File: src/rtl/conf_int_mul__seq_ctrl.sv
// Sequencer driving the conf_int_mul wrapper: primes count0, issues operand pairs
// into the wrapper load window and tags the 2-cycle-late products as a result stream.
module conf_int_mul__seq_ctrl #(
   parameter int DATA_PATH_BITWIDTH = 24,
   parameter int BLK_LEN            = 64,
   parameter int PRIME_LEN          = 64
) (
   input  logic                          clk,
   input  logic                          racc,
   input  logic                          start,
   input  logic                          apx_mode,
   output logic                          busy,
   output logic                          done,
   input  logic                          op_valid,
   output logic                          op_ready,
   input  logic [DATA_PATH_BITWIDTH-1:0] op_a,
   input  logic [DATA_PATH_BITWIDTH-1:0] op_b,
   output logic [DATA_PATH_BITWIDTH-1:0] A_out,
   output logic [DATA_PATH_BITWIDTH-1:0] B_out,
   output logic [2:0]                    state_to_wrapper,
   output logic [8:0]                    count0,
   output logic                          rstP,
   output logic                          rapx,
   input  logic [31:0]                   P_in,
   output logic                          res_valid,
   output logic [31:0]                   res_data,
   output logic                          res_last
);

   typedef enum logic [2:0] {
      S_IDLE  = 3'b000,
      S_PRIME = 3'b001,
      S_RUN   = 3'b010,
      S_DRAIN = 3'b100
   } state_t;

   localparam logic [8:0] LAST_CNT = 9'(PRIME_LEN - 1);
   localparam logic [8:0] BLK      = 9'(BLK_LEN);
   localparam logic [8:0] BLK_M1   = 9'(BLK_LEN - 1);

   state_t     state, state_nxt;
   logic [8:0] issued;
   logic [1:0] drain_cnt;
   logic [1:0] v_pipe, l_pipe;
   logic       slot, accept, last_acc;

   // Slot 0 is the final PRIME cycle; every RUN cycle is a slot.
   assign slot     = (state == S_RUN) || ((state == S_PRIME) && (count0 == LAST_CNT));
   assign op_ready = slot && (issued < BLK);
   assign accept   = op_ready && op_valid;
   assign last_acc = accept && (issued == BLK_M1);

   assign A_out     = accept ? op_a : '0;
   assign B_out     = accept ? op_b : '0;
   assign busy      = (state != S_IDLE);
   assign rstP      = (state == S_IDLE);
   assign done      = (state == S_DRAIN) && (drain_cnt == 2'd2);
   assign res_valid = v_pipe[1];
   assign res_last  = l_pipe[1];
   assign res_data  = P_in;

   always_comb begin
      // NOTE: every output of this block gets a default first so no latch is inferred.
      state_nxt        = state;
      state_to_wrapper = state;
      case (state)
         S_IDLE:  if (start) state_nxt = S_PRIME;
         S_PRIME: if (count0 == LAST_CNT) state_nxt = last_acc ? S_DRAIN : S_RUN;
         S_RUN: begin
            state_to_wrapper = {2'b01, ~rapx};
            if (last_acc) state_nxt = S_DRAIN;
         end
         S_DRAIN: if (drain_cnt == 2'd2) state_nxt = S_IDLE;
         default: state_nxt = S_IDLE;
      endcase
   end

   // NOTE: state registers use non-blocking assignments so all flops update together.
   always_ff @(posedge clk or posedge racc) begin
      if (racc) begin
         state     <= S_IDLE;
         count0    <= '0;
         issued    <= '0;
         drain_cnt <= '0;
         rapx      <= 1'b0;
         v_pipe    <= '0;
         l_pipe    <= '0;
      end else begin
         state  <= state_nxt;
         v_pipe <= {v_pipe[0], accept};
         l_pipe <= {l_pipe[0], last_acc};

         if (state_nxt == S_IDLE)
            count0 <= '0;
         else if ((state == S_PRIME) && (count0 != LAST_CNT))
            count0 <= count0 + 9'd1;

         if (state == S_IDLE)
            issued <= '0;
         else if (accept)
            issued <= issued + 9'd1;

         drain_cnt <= (state == S_DRAIN) ? drain_cnt + 2'd1 : 2'd0;

         if ((state == S_IDLE) && start)
            rapx <= apx_mode;
      end
   end

endmodule

File: config.mk
export PLATFORM = sky130hd
export DESIGN_NAME = conf_int_mul__seq_ctrl
export DESIGN_NICKNAME = d
export VERILOG_FILES = /design/src/rtl/conf_int_mul__seq_ctrl.sv
export SDC_FILE = /design/constraint.sdc
export NUM_CORES = 1
export LEC_CHECK = 0
export CAP_MARGIN = 10
export CORE_MARGIN = 3
export CORE_UTILIZATION = 31
export CTS_CLUSTER_DIAMETER = 80
export DETAILED_ROUTE_END_ITERATION = 12
export PLACE_DENSITY = 0.82
export SYNTH_ARGS = -nofsm -noshare
export SYNTH_HDL_FRONTEND = slang
export SYNTH_SLANG_ARGS = --single-unit
File: constraint.sdc
create_clock -name clk -period 2.9 [get_ports clk]
set_input_delay 0.29 -clock clk [delete_from_list [all_inputs] [get_ports clk]]
set_output_delay 0.29 -clock clk [all_outputs]
set_load 0.005 [all_outputs]
Word level (Yosys, flattened, before mapping)
Index checks and enable logic that the tools add are counted.
{ "totals": {"regBits": 28, "in_bits": 85, "output_inout_bits": 99, "wordCells": 46} }
{ "classes": {"add_sub_neg": 3, "order_cmp": 1, "n_eq_ne": 7, "mux": 14, "n_bitwise": 1, "reduce_logical": 13} }
{ "ops": {"columns": ["operator", "n"], "rows": [
  ["two-way mux 24 bit", 2],
  ["two-way mux 9 bit", 4],
  ["adder 9 x 1 -> 9 bit, second input constant", 2],
  ["== test 9 x 6 -> 1 bit, second input constant", 2],
  ["two-way mux 3 bit", 6],
  ["one-hot mux 3 bit (4 select lines)", 1],
  ["< comparator 9 x 7 -> 1 bit, second input constant", 1],
  ["!= test 9 x 6 -> 1 bit, second input constant", 1],
  ["logical AND 1 bit", 7],
  ["logical NOT 3 bit", 2],
  ["nonzero test 2 bit", 2],
  ["== test 3 x 1 -> 1 bit, second input constant", 1],
  ["== test 3 x 2 -> 1 bit, second input constant", 1],
  ["== test 3 bit, second input constant", 1],
  ["nonzero test 3 bit", 1],
  ["adder 2 x 1 -> 2 bit, second input constant", 1],
  ["== test 2 bit, second input constant", 1],
  ["two-way mux 2 bit", 1],
  ["logical OR 1 bit", 1],
  ["NOT 1 bit", 1]
]} }

Logic depth before layout (Yosys ltp)
Gate-level depths: netlist of run 1.
{ "logic_depth": {"word_depth": 11, "mapped_depth": 7, "ltp_nobuf": 6} }

Worst setup path before layout of run 1
OpenSTA, ideal clock, no wires.
{ "synth_timing": {"path_type": "reg-to-output", "start": "register count0[0]", "end": "output port op_ready", "arrival_ns": 2.098, "required_time_ns": 2.610, "slack_ns": 0.512, "path_stages_with_launch": 8, "path_buffers": 2, "path_cell_list": "dfrtp_1 -> ha_1 -> or4b_4 -> buf_6 -> o31ai_1 -> clkbuf_2 -> nand2_1 -> nor2_1"} }
{ "synth_between": {"elab_chain_len": 4} }
{ "synth_rtl": {"columns": ["item", "line_no", "rtl"], "rows": [
  ["from (decl)", "21", "output logic [8:0] count0,"],
  ["from (signal assigned)", "96", "count0 <= count0 + 9'd1;"],
  ["== test 9 x 6 -> 1 bit", "48", "assign slot = (state == S_RUN) || ((state == S_PRIME) && (count0 == LAST_CNT));"],
  ["logical AND 1 bit", "48", null],
  ["logical OR 1 bit", "48", null],
  ["logical AND 1 bit", "49", "assign op_ready = slot && (issued < BLK);"],
  ["to (decl)", "15", "output logic op_ready,"]
]} }
Every way passes these cells.

Final worst setup path of run 1
{ "layout_timing": {"start": "register count0[0]", "end": "output port A_out[4]"} }
{ "layout_between": {"elab_chain_len": 6} }
{ "layout_rtl": {"columns": ["item", "line_no", "rtl"], "rows": [
  ["== test 9 x 6 -> 1 bit", "48", null],
  ["logical AND 1 bit", "48", null],
  ["logical OR 1 bit", "48", null],
  ["logical AND 1 bit", "49", null],
  ["logical AND 1 bit", "50", "assign accept = op_ready && op_valid;"],
  ["two-way mux 24 bit", "53", "assign A_out = accept ? op_a : '0;"],
  ["to (decl)", "18", "output logic [DATA_PATH_BITWIDTH-1:0] A_out,"]
]} }
Every way passes these cells.

==> summary.md, run 1 <==
| Metric | Value |
|---|---|
| Setup TNS | -0.0007607 ns |
| First-pass GRT wire length | approximately 11000 um |
| Clk buf depth | 2 |
| Fmax | 344.7 MHz |
| Syn Std Cell Area | about 1900 sq um |
| Hold Slack | around 0.36 ns |
| Final hold vios | 0 |
| Slew Viols, Final | 0 |
| Filler cells | 529 |
| RSZ-0062 raised after global routing | yes |
| Clk root buf | clkbuf_8 |
| Vias in the first global route | 2036 |
| R2R Path Start | count0[0]$_DFFE_PP0P_ |
| Crit path from | count0[0]$_DFFE_PP0P_ |
| Worst slew margin | 0.6844 |
| Worst setup EP type | primary output |
| CTS Buf Count | 3 |
| Placed instance count | between 300 and 400 |
| CP Capture Point | A_out[4] |
| Kind of critical path | reg2out |
| # hold bufs at CTS | 0 |
| Post-DR wirelength/cell | a little under 20 um |
| DRT iter0 DRCs | 140 |
| P&R area growth vs syn | 63.20% |
| Startpoint types | flip-flop |
| Yosys warning count | 0 |
| Largest net degree at the start of global routing | 52 |
| CTS tree | built |
| Min-delay worst type | reg2reg |
| Routed Antenna Nets | 0 |
| Post-synth ARST share | 1.000 |
| Post-Syn Nets | 310 |
| Largest stage delay on the critical path | roughly 0.50 ns |
| Outcome | finished with violations |
| DPL Wire Length | around 5200 um |
| Die area | 7272 sq um |
| Leak | approximately 1.6 nW |
| Total track usage | 0.1901 |
| Count of cells along the worst register-to-register path | 7 |
| Clock Pin Slew Worst Setup and Hold Paths | around 0.10 ns |
| Via density | 5.098 |
| Failing checks | negative setup slack |
| Via count | just under 2k |
| Cell row count | 28 |
| Routed WL | 7417 um |
| R2R setup slack | 0.42 ns |
| Insertion delay to the later sink of the worst-skew pair | about 0.28 ns |
| Sinks on Clock Net | 28 |
| Reg2reg end | issued[3]$_DFFE_PP0P_ |
| Non-filler cells in the finished layout | about 390 |
| Final setup fails | 1 |
| Mean post-synth cell area | between 8 and 9 sq um |
| Fin nets | 400 |
| Post-synth EDFFs | 0 |
| GPL Wtd Cong | about 0.85 |
| CP Cell Sequence | ha_4, or4b_4, o31ai_4, buf_6, buf_8, and3_1, clkdlybuf4s50_1 |
| Initial antenna violation count | 0 |
| Syn Inst Count | 222 |
| CP arrival | approximately 2.6 ns |
| Final WS setup | -0.0007607 ns |
| Max cap viols | 0 |
| Initial DRT Pass Iterations | 4 |
| Most used DFF post-synth | dfrtp_1 |
| Synth cell types | 37 |
| Initial Util | 0.3252 |
| Ant diodes | 0 |
| Final period utilization | 1.000 |
| Number of port buffers | approximately 120 |
| Req. time, crit path | approximately 2.6 ns |
| Area taken by multi-input logic gates | 964.7 sq um |
| Post-synthesis sequential area ratio | 0.3597 |
| Die Ht | ~85 um |
| Min Tclk post-route | slightly below 3 ns |
| Synth Register Bits | 28 |
| Power density over the cells | between 300 and 400 nW/um^2 |
| Max stage delay cell, worst path | clkdlybuf4s50_1 |
| Die width | 85.28 um |
| CP max FO | 26 |
| Boundary pin count | ~180 |
| Core region area | approximately 6000 sq um |
| Share of cells above drive strength 1 | 0.09325 |
| GR Overflow Total | 0 |
| H-tree levels | 1 |
| Peak supply drop | between 0.2 and 0.3 mV |
| Worst Skew | about 0.0024 ns |
| Post-route DRC violation count | 0 |
| Sequential cell area | between 700 and 800 sq um |
| Pin slew with the least headroom to its limit | around 0.47 ns |
[registers in the layout (all words and copies together), names as in the netlist]
register and cells:
count0 9, issued 9, state 3, drain_cnt 2, l_pipe 2, v_pipe 2
rapx 1
[worst min-delay path by stage]
stage                                    from                   to  slack, ns  cells after the start
after floorplan           l_pipe[0]$_DFF_PP0_  l_pipe[1]$_DFF_PP0_       0.33                      0
after global placement    l_pipe[0]$_DFF_PP0_  l_pipe[1]$_DFF_PP0_       0.33                      0
after detailed placement  l_pipe[0]$_DFF_PP0_  l_pipe[1]$_DFF_PP0_       0.34                      0
after CTS                 l_pipe[0]$_DFF_PP0_  l_pipe[1]$_DFF_PP0_       0.36                      0
after global routing      v_pipe[0]$_DFF_PP0_  v_pipe[1]$_DFF_PP0_       0.37                      0
final                     l_pipe[0]$_DFF_PP0_  l_pipe[1]$_DFF_PP0_       0.36                      0
[area by class of cell]
class | instances | area share
Timing Repair Buffer | 132 | 0.4231
Multi-Input combinational cell | 142 | 0.3034
Sequential cell | 28 | 0.2208
Tap cell | 75 | 0.02952
Clock buffer | 4 | 0.01732
Inverter | 5 | 0.005903
[synth_stat cells, drive strengths merged, types with 2 or more instances]
master,count,share of area
o211ai,2,0.0077
nand4,4,0.013
or4,3,0.012
inv,5,0.0096
nand2,7,0.013
ha,3,0.019
buf,33,0.13
and3,52,0.17
mux2i,2,0.010
a21oi,7,0.018
xor2,7,0.031
nand3,3,0.0077
and2,6,0.019
o2111ai,2,0.0090
dfrtp,28,0.36
nor3b,3,0.014
clkbuf,14,0.028
o21ai,4,0.010
or3,4,0.013
nand2b,3,0.0096
o31ai,4,0.015
nor2,16,0.031
[where the power goes]
group / internal (mW) / switching, mW / leakage (nW) / total [mW]
sequential: 0.427 / 0.0497 / 0.376 / 0.477
clock: 0.122 / 0.124 / 0.0288 / 0.245
combinational: 0.245 / 0.156 / 1.20 / 0.401
total: 0.793 / 0.330 / 1.60 / 1.12
[metal layers]
| metal | share of wire | global-route usage | vias to the layer above |
|---|---|---|---|
| li1 | - | - | 928 |
| met1 | 0.41 | 0.2328 | 938 |
| met2 | 0.51 | 0.3383 | 96 |
| met3 | 0.066 | 0.04175 | 6 |
| met4 | 0.011 | 0.04460 | 0 |
| met5 | 0 | 0 | - |
[critical path: cells and delay by family, from the launching register on]
kind | cells | cell delay (ns)
compound gates | 1 | 0.24
fa+ha+maj | 1 | 0.17
buf+inv | 3 | 0.84
flops | 1 | 0.41
simple gates | 2 | 0.67
[per-stage QoR]
| stage | setup slack [ns] | util | cell area [sq um] | total power [mW] |
|---|---|---|---|---|
| global route | -0.05873 | 0.5307 | 3179 | 1.178 |
| detailed placement | 0.1376 | 0.4990 | 2989 | 0.7963 |
| CTS | 0.01032 | 0.5188 | 3108 | 1.072 |
| global placement | 0.1712 | 0.4990 | 2989 | 0.7875 |
| floorplan | 0.5123 | - | 1948 | 0.6552 |
| finish | -0.0007607 | 0.5307 | 3179 | 1.123 |
[layout by cell type, fill, tap and decap left out, types with 2 or more instances in the layout]
cell and instances:
clkdlybuf4s50_1 113, and3_1 50, dfrtp_1 27, nor2_1 16, buf_4 9, a21oi_1 7
xor2_1 7, nand2_1 7, and2_1 6, dlymetal6s2s_1 6, inv_1 5, nand4_1 4
clkbuf_8 4, or3_1 3, nand3_1 3, o31ai_1 3, or4_1 3, nand2b_1 3
o21ai_0 3, nor3b_2 2, and3_4 2, mux2i_1 2, o211ai_1 2, o2111ai_1 2
ha_1 2
[kinds of logic after synthesis]
kind of cell | count (synthesis) | share of synthesized area
simple gates | 105 | 0.3198
buf+inv | 52 | 0.1663
flops | 28 | 0.3597
compound gates | 24 | 0.08735
xor+xnor | 7 | 0.03147
mux | 3 | 0.01606
fa+ha+maj | 3 | 0.01927
[repair_timing]
action	CTS	global route
pin swaps	1	1
gates resized for setup	3	12
setup buffers	4	4
cloned	1	1
endpoints found under the setup margin	49	44
Note: power is estimated with default switching activity, not from simulation.
==> inputs of run 2 (changes only) <==
Settings changed: HOLD_SLACK_MARGIN from default to 0.12.
==> results of run 2 <==
Final layout, timing and power as in run 1 (identical DEF).
==> inputs of run 3 (changes only) <==
Settings changed: CTS_CLUSTER_DIAMETER 80 to default.
==> results of run 3 <==
Final layout, timing and power as in run 1 (identical DEF).
==> RTL change 1, RTL diff (settings of run 2) <==
Change the parameter `DATA_PATH_BITWIDTH` from 24 to 36.
--- a/src/rtl/conf_int_mul__seq_ctrl.sv
+++ b/src/rtl/conf_int_mul__seq_ctrl.sv
@@ -3,3 +3,3 @@
 module conf_int_mul__seq_ctrl #(
-   parameter int DATA_PATH_BITWIDTH = 24,
+   parameter int DATA_PATH_BITWIDTH = 36,
    parameter int BLK_LEN            = 64,
Interface: changed (resized A_out, B_out, op_a and op_b); port bits go from 184 to 232. The function was not compared with the original's and may differ.
==> RTL change 1 against run 2 <==
Cell area rose by 28%. Largest cell class unchanged. Sequential share of layout area shrank 4.8 points. Sequential cell count did not move. Fmax increased by 9.7%. Total power up 6.0%. Global-route usage is 0.74 points higher. Synthesized area grew 9.3%. Routed wire length rose by 15%. Die area increased by 8.6%. Worst setup slack improved by 0.26 ns.
==> RTL change 1: results (changes against run 2) <==
* Post-route clock skew at 0.00368 ns (+0.00126 ns)
* Drt wl/cell at 18.4 microns (-4.3%)
* Largest net degree at the start of global routing at 76 (+46%)
* Mux share of post-synthesis cell area at 0.0147 (-0.00137)
* GR Util All Layers at 0.198 (+0.00744)
* Met2 GRT Util at 0.337 (-0.00157)
* Worst slew pin tran at 0.929 ns (+0.457 ns)
* Top delay family on crit path: simple AND/OR/NAND/NOR gates
* Final HPWL DP at 5.77 mm (+11%)
* Post-Synth XOR/XNOR Area at 0.0329 (+0.00143)
* Placed instance area at 3630 sq um (+21%)
* Met1 Use GR at 0.229 (-0.00420)
* # setup viols final at 0 (-1)
* Vias/cell at 5.09 (-0.20%)
* Status: complete, no violations
* Synthesized net count at 366 (+18%)
* Synth Area in Compound Gates at 0.0752 (-0.0121)
* Crit-path max cell delay at 0.48 ns (-0.02 ns)
* Number of I/O port buffers at 167 (+40%)
* Filler instances at 525 (-0.76%)
* Arr. time, crit path at 2.35 ns (-0.26 ns)
* M1 WL at 3.18 mm (+4.4%)
* Crit Path Max Fanout at 17 (-35%)
* Met3 GRT Util at 0.0698 (+0.0281)
* Share of cells above drive strength 1 at 0.0722 (-0.0211)
* Max IR drop VDD at 0.227 mV (-13%)
* Most common library cells after synthesis: and3_1 (76), buf_4 (32), dfrtp_1 (28)
* CP max-delay cell: or4b_4
* Area contributors post-synth: dfrtp_1 (33%), and3_1 (22%), buf_4 (11%)
==> RTL change 1: metrics by stage <==
| stage | hold slack (ns) | setup WS [ns] | power, mW | util | cells |
|---|---|---|---|---|---|
| global placement | 0.332 | 0.197 | 0.819 | 0.559 | 447 |
| detailed placement | 0.336 | 0.150 | 0.830 | 0.559 | 447 |
| floorplan | 0.331 | 0.553 | 0.660 | - | 254 |
| finish | 0.356 | 0.256 | 1.19 | 0.624 | 465 |
| global route | 0.365 | 0.163 | 1.25 | 0.624 | 465 |
| CTS | 0.359 | 0.00279 | 1.17 | 0.580 | 456 |
==> RTL change 1: timing repair <==
action	CTS	global route
endpoints found under the setup margin	73	68
pin swaps	1	2
gates resized for setup	3	75
buffers inserted	4	7
gates cloned	1	2
==> RTL change 1: area by class of cell <==
| class | count | area [sq um] | share of cell area |
|---|---|---|---|
| clock inverters | 1 | 30.0 | 0.00741 |
| multi-input cells | 166 | 1090 | 0.269 |
| clock buffers | 3 | 41.3 | 0.0102 |
| flip-flops and latches | 28 | 702 | 0.173 |
| inverters | 5 | 18.8 | 0.00463 |
| well taps | 77 | 96.3 | 0.0238 |
| repair buffers | 185 | 2080 | 0.512 |
==> RTL change 1: power breakdown <==
part | switching, mW | internal (mW) | total (mW)
Sequential | 0.0385 | 0.427 | 0.466
Combinational | 0.157 | 0.258 | 0.415
Clock | 0.125 | 0.185 | 0.310
==> RTL change 1: worst paths after layout <==
check                          start        end
hold reg to reg            v_pipe[0]  v_pipe[1]
setup / recovery           count0[1]  B_out[11]
min in group asynchronous       racc  count0[4]
setup reg to reg           count0[1]  issued[4]
hold / removal             v_pipe[0]  v_pipe[1]
max in group asynchronous       racc  count0[6]
==> RTL change 2, RTL diff (config.mk and constraints of run 2) <==
Without the edit above. Put one more register stage on the output `count0`, cleared by the reset. The value now appears one clock later. The other outputs are not delayed to match.
--- a/src/rtl/conf_int_mul__seq_ctrl.sv
+++ b/src/rtl/conf_int_mul__seq_ctrl.sv
@@ -40,2 +40,4 @@
 
+   logic [8:0] count0_s0;
+
    state_t     state, state_nxt;
@@ -47,3 +49,3 @@
    // Slot 0 is the final PRIME cycle; every RUN cycle is a slot.
-   assign slot     = (state == S_RUN) || ((state == S_PRIME) && (count0 == LAST_CNT));
+   assign slot     = (state == S_RUN) || ((state == S_PRIME) && (count0_s0 == LAST_CNT));
    assign op_ready = slot && (issued < BLK);
@@ -67,3 +69,3 @@
          S_IDLE:  if (start) state_nxt = S_PRIME;
-         S_PRIME: if (count0 == LAST_CNT) state_nxt = last_acc ? S_DRAIN : S_RUN;
+         S_PRIME: if (count0_s0 == LAST_CNT) state_nxt = last_acc ? S_DRAIN : S_RUN;
          S_RUN: begin
@@ -81,3 +83,3 @@
          state     <= S_IDLE;
-         count0    <= '0;
+         count0_s0 <= '0;
          issued    <= '0;
@@ -93,5 +95,5 @@
          if (state_nxt == S_IDLE)
-            count0 <= '0;
-         else if ((state == S_PRIME) && (count0 != LAST_CNT))
-            count0 <= count0 + 9'd1;
+            count0_s0 <= '0;
+         else if ((state == S_PRIME) && (count0_s0 != LAST_CNT))
+            count0_s0 <= count0_s0 + 9'd1;
 
@@ -109,2 +111,10 @@
 
+   always_ff @(posedge clk or posedge racc) begin
+      if (racc) begin
+         count0 <= '0;
+      end else begin
+         count0 <= count0_s0;
+      end
+   end
+
 endmodule
Behaviour: not the same (a bounded check fails within 4 cycles, from zero or initial values).
==> RTL change 2 against run 2 <==
Via count down 2.2%. Cell area up 4.6%. Global-route usage down 2.4 points. Total power up 16%. Critical path depth down 1. Worst setup slack better by 0.13 ns. Sequential cell count up 9. Clock power up 38%. Synthesized area up 12%. Sequential share of layout area up 5.8 points. Combinational power down 23%. Routed wire length down 7.1%. Critical endpoint is now B_out[15]. Largest power group unchanged. Highest routed layer unchanged.
==> RTL change 2: results (changes against run 2) <==
* Reg2reg setup slack at 0.72 ns (+0.30 ns)
* Hold_sp: v_pipe[0]
* CTS buffer count at 5 (+2)
* Worst slew pin tran at 0.853 ns (+0.381 ns)
* Crit Path Max Fanout at 50 (+92%)
* H-tree depth at 2 (+1)
* Reg2reg start: count0_s0[0]
* Area contributors post-synth: dfrtp_1 (42%), and3_1 (15%), buf_4 (11%)
* Hold Slack at 0.349 ns (-0.00799 ns)
* Worst min-delay path class: reg2reg
* Seq/Total Area, Yosys at 0.423 (+0.0632)
* Postcts setup bufs at 0 (-4)
* Static Leakage at 1.55 nW (-3.4%)
* Status: complete, no violations
* Post-route clock skew at 0.00815 ns (+0.00573 ns)
* Share of cells above drive strength 1 at 0.0603 (-0.0329)
* Drt first-iter violations at 68 (-51%)
* Final #Nets at 402 (+0.50%)
* Synthesized net count at 323 (+4.2%)
* Max IR drop VDD at 0.182 mV (-30%)
* Most common library cells after synthesis: and3_1 (51), dfrtp_1 (37), buf_4 (32)
* Drt wl/cell at 16.8 microns (-13%)
* Final HPWL DP at 5.22 mm (+0.81%)
* Hold endpoint: v_pipe[1]
* Synth unique cells at 39 (+5.4%)
* Placer Congestion at 0.825 (-3.4%)
* Setup WS pre-CTS at 0.318 ns (+0.180 ns)
* Clock transition at path regs at 0.07 ns (-0.03 ns)
* Largest net degree at the start of global routing at 51 (-1.9%)
* Vias/cell at 4.68 (-8.2%)
* Sw Ratio at 0.278 (-0.0152)
* Largest regs: count0 x9, count0_s0 x9, issued x9
* First-pass GRT wire length at 11.0 mm (-0.69%)
* Worst r2r path cells at 5 (-2)
## RTL change 2: cell count changes after synthesis, moves of 3 or more
cell | run 2 | this run
mux2i_1 | 2 | 5
nor2_1 | 16 | 13
clkbuf_1 | 13 | 18
nand2_1 | 7 | 10
dfrtp_1 | 28 | 37
## RTL change 2: how the worst max path moves through the flow
stage                  from  slack [ns]         to  cells past startpoint
4_1_cts        count0_s0[0]        0.06  A_out[15]                      6
6_report       count0_s0[0]        0.13  B_out[15]                      6
2_1_floorplan     issued[7]        0.98  issued[3]                      5
5_1_grt        count0_s0[0]      -0.003   op_ready                      5
3_3_place_gp   count0_s0[0]        0.42   B_out[1]                      6
3_5_place_dp   count0_s0[0]        0.32  B_out[22]                      6
## RTL change 2: area by class of cell
cell class | count | area, sq um
Clock inverter | 2 | 10.0
Timing Repair Buffer | 123 | 1230
Tap cell | 96 | 120
Sequential cell | 37 | 926
Inverter | 3 | 11.3
Fill cell | 663 | 3500
Multi-Input combinational cell | 144 | 953
Clock buffer | 6 | 72.6
## RTL change 2: routing by layer
layer | vias to the layer above | track usage | share of wire
li1 | 939 | - | -
met1 | 905 | 0.195 | 0.41
met2 | 61 | 0.289 | 0.52
met3 | 19 | 0.0410 | 0.053
met4 | 0 | 0.0689 | 0.020
met5 | - | 0 | 0
## RTL change 2: critical path, stage by stage, from the launching register on
cell and delay, ns:
dfrtp_1 0.44, ha_1 0.22, nand4b_1 0.25, o31ai_4 0.31
buf_12 0.23, and3_1 0.20, clkdlybuf4s50_1 0.52
## RTL change 2: repair_timing
item / 4_1_cts / 5_1_grt
cloned: 0 / 0
resized for setup: 1 / 3
setup endpoints to repair: 11 / 49
pin swaps: 0 / 1
## RTL change 2: cells by family after synthesis
family | share of synthesized area
and+or+nand+nor | 0.301
buffers and inverters | 0.151
DFF | 0.423
AOI/OAI and AO/OA | 0.0600
muxes | 0.0280
xor gates and xnor gates | 0.0200
adders and majority gates | 0.0171
## RTL change 2: stage by stage
stage	cell area [sq um]	instances
after floorplan	2190	235
after global placement	3230	403
after detailed placement	3230	403
after CTS	3320	411
after global routing	3330	411
final	3330	411
## RTL change 2: power by group through the flow
stage | registers (mW) | logic (mW) | clock network [mW]
floorplan | 0.651 | 0.153 | 0
global placement | 0.661 | 0.289 | 0
detailed placement | 0.665 | 0.306 | 0
CTS | 0.656 | 0.311 | 0.350
global route | 0.670 | 0.335 | 0.368
finish | 0.657 | 0.309 | 0.339
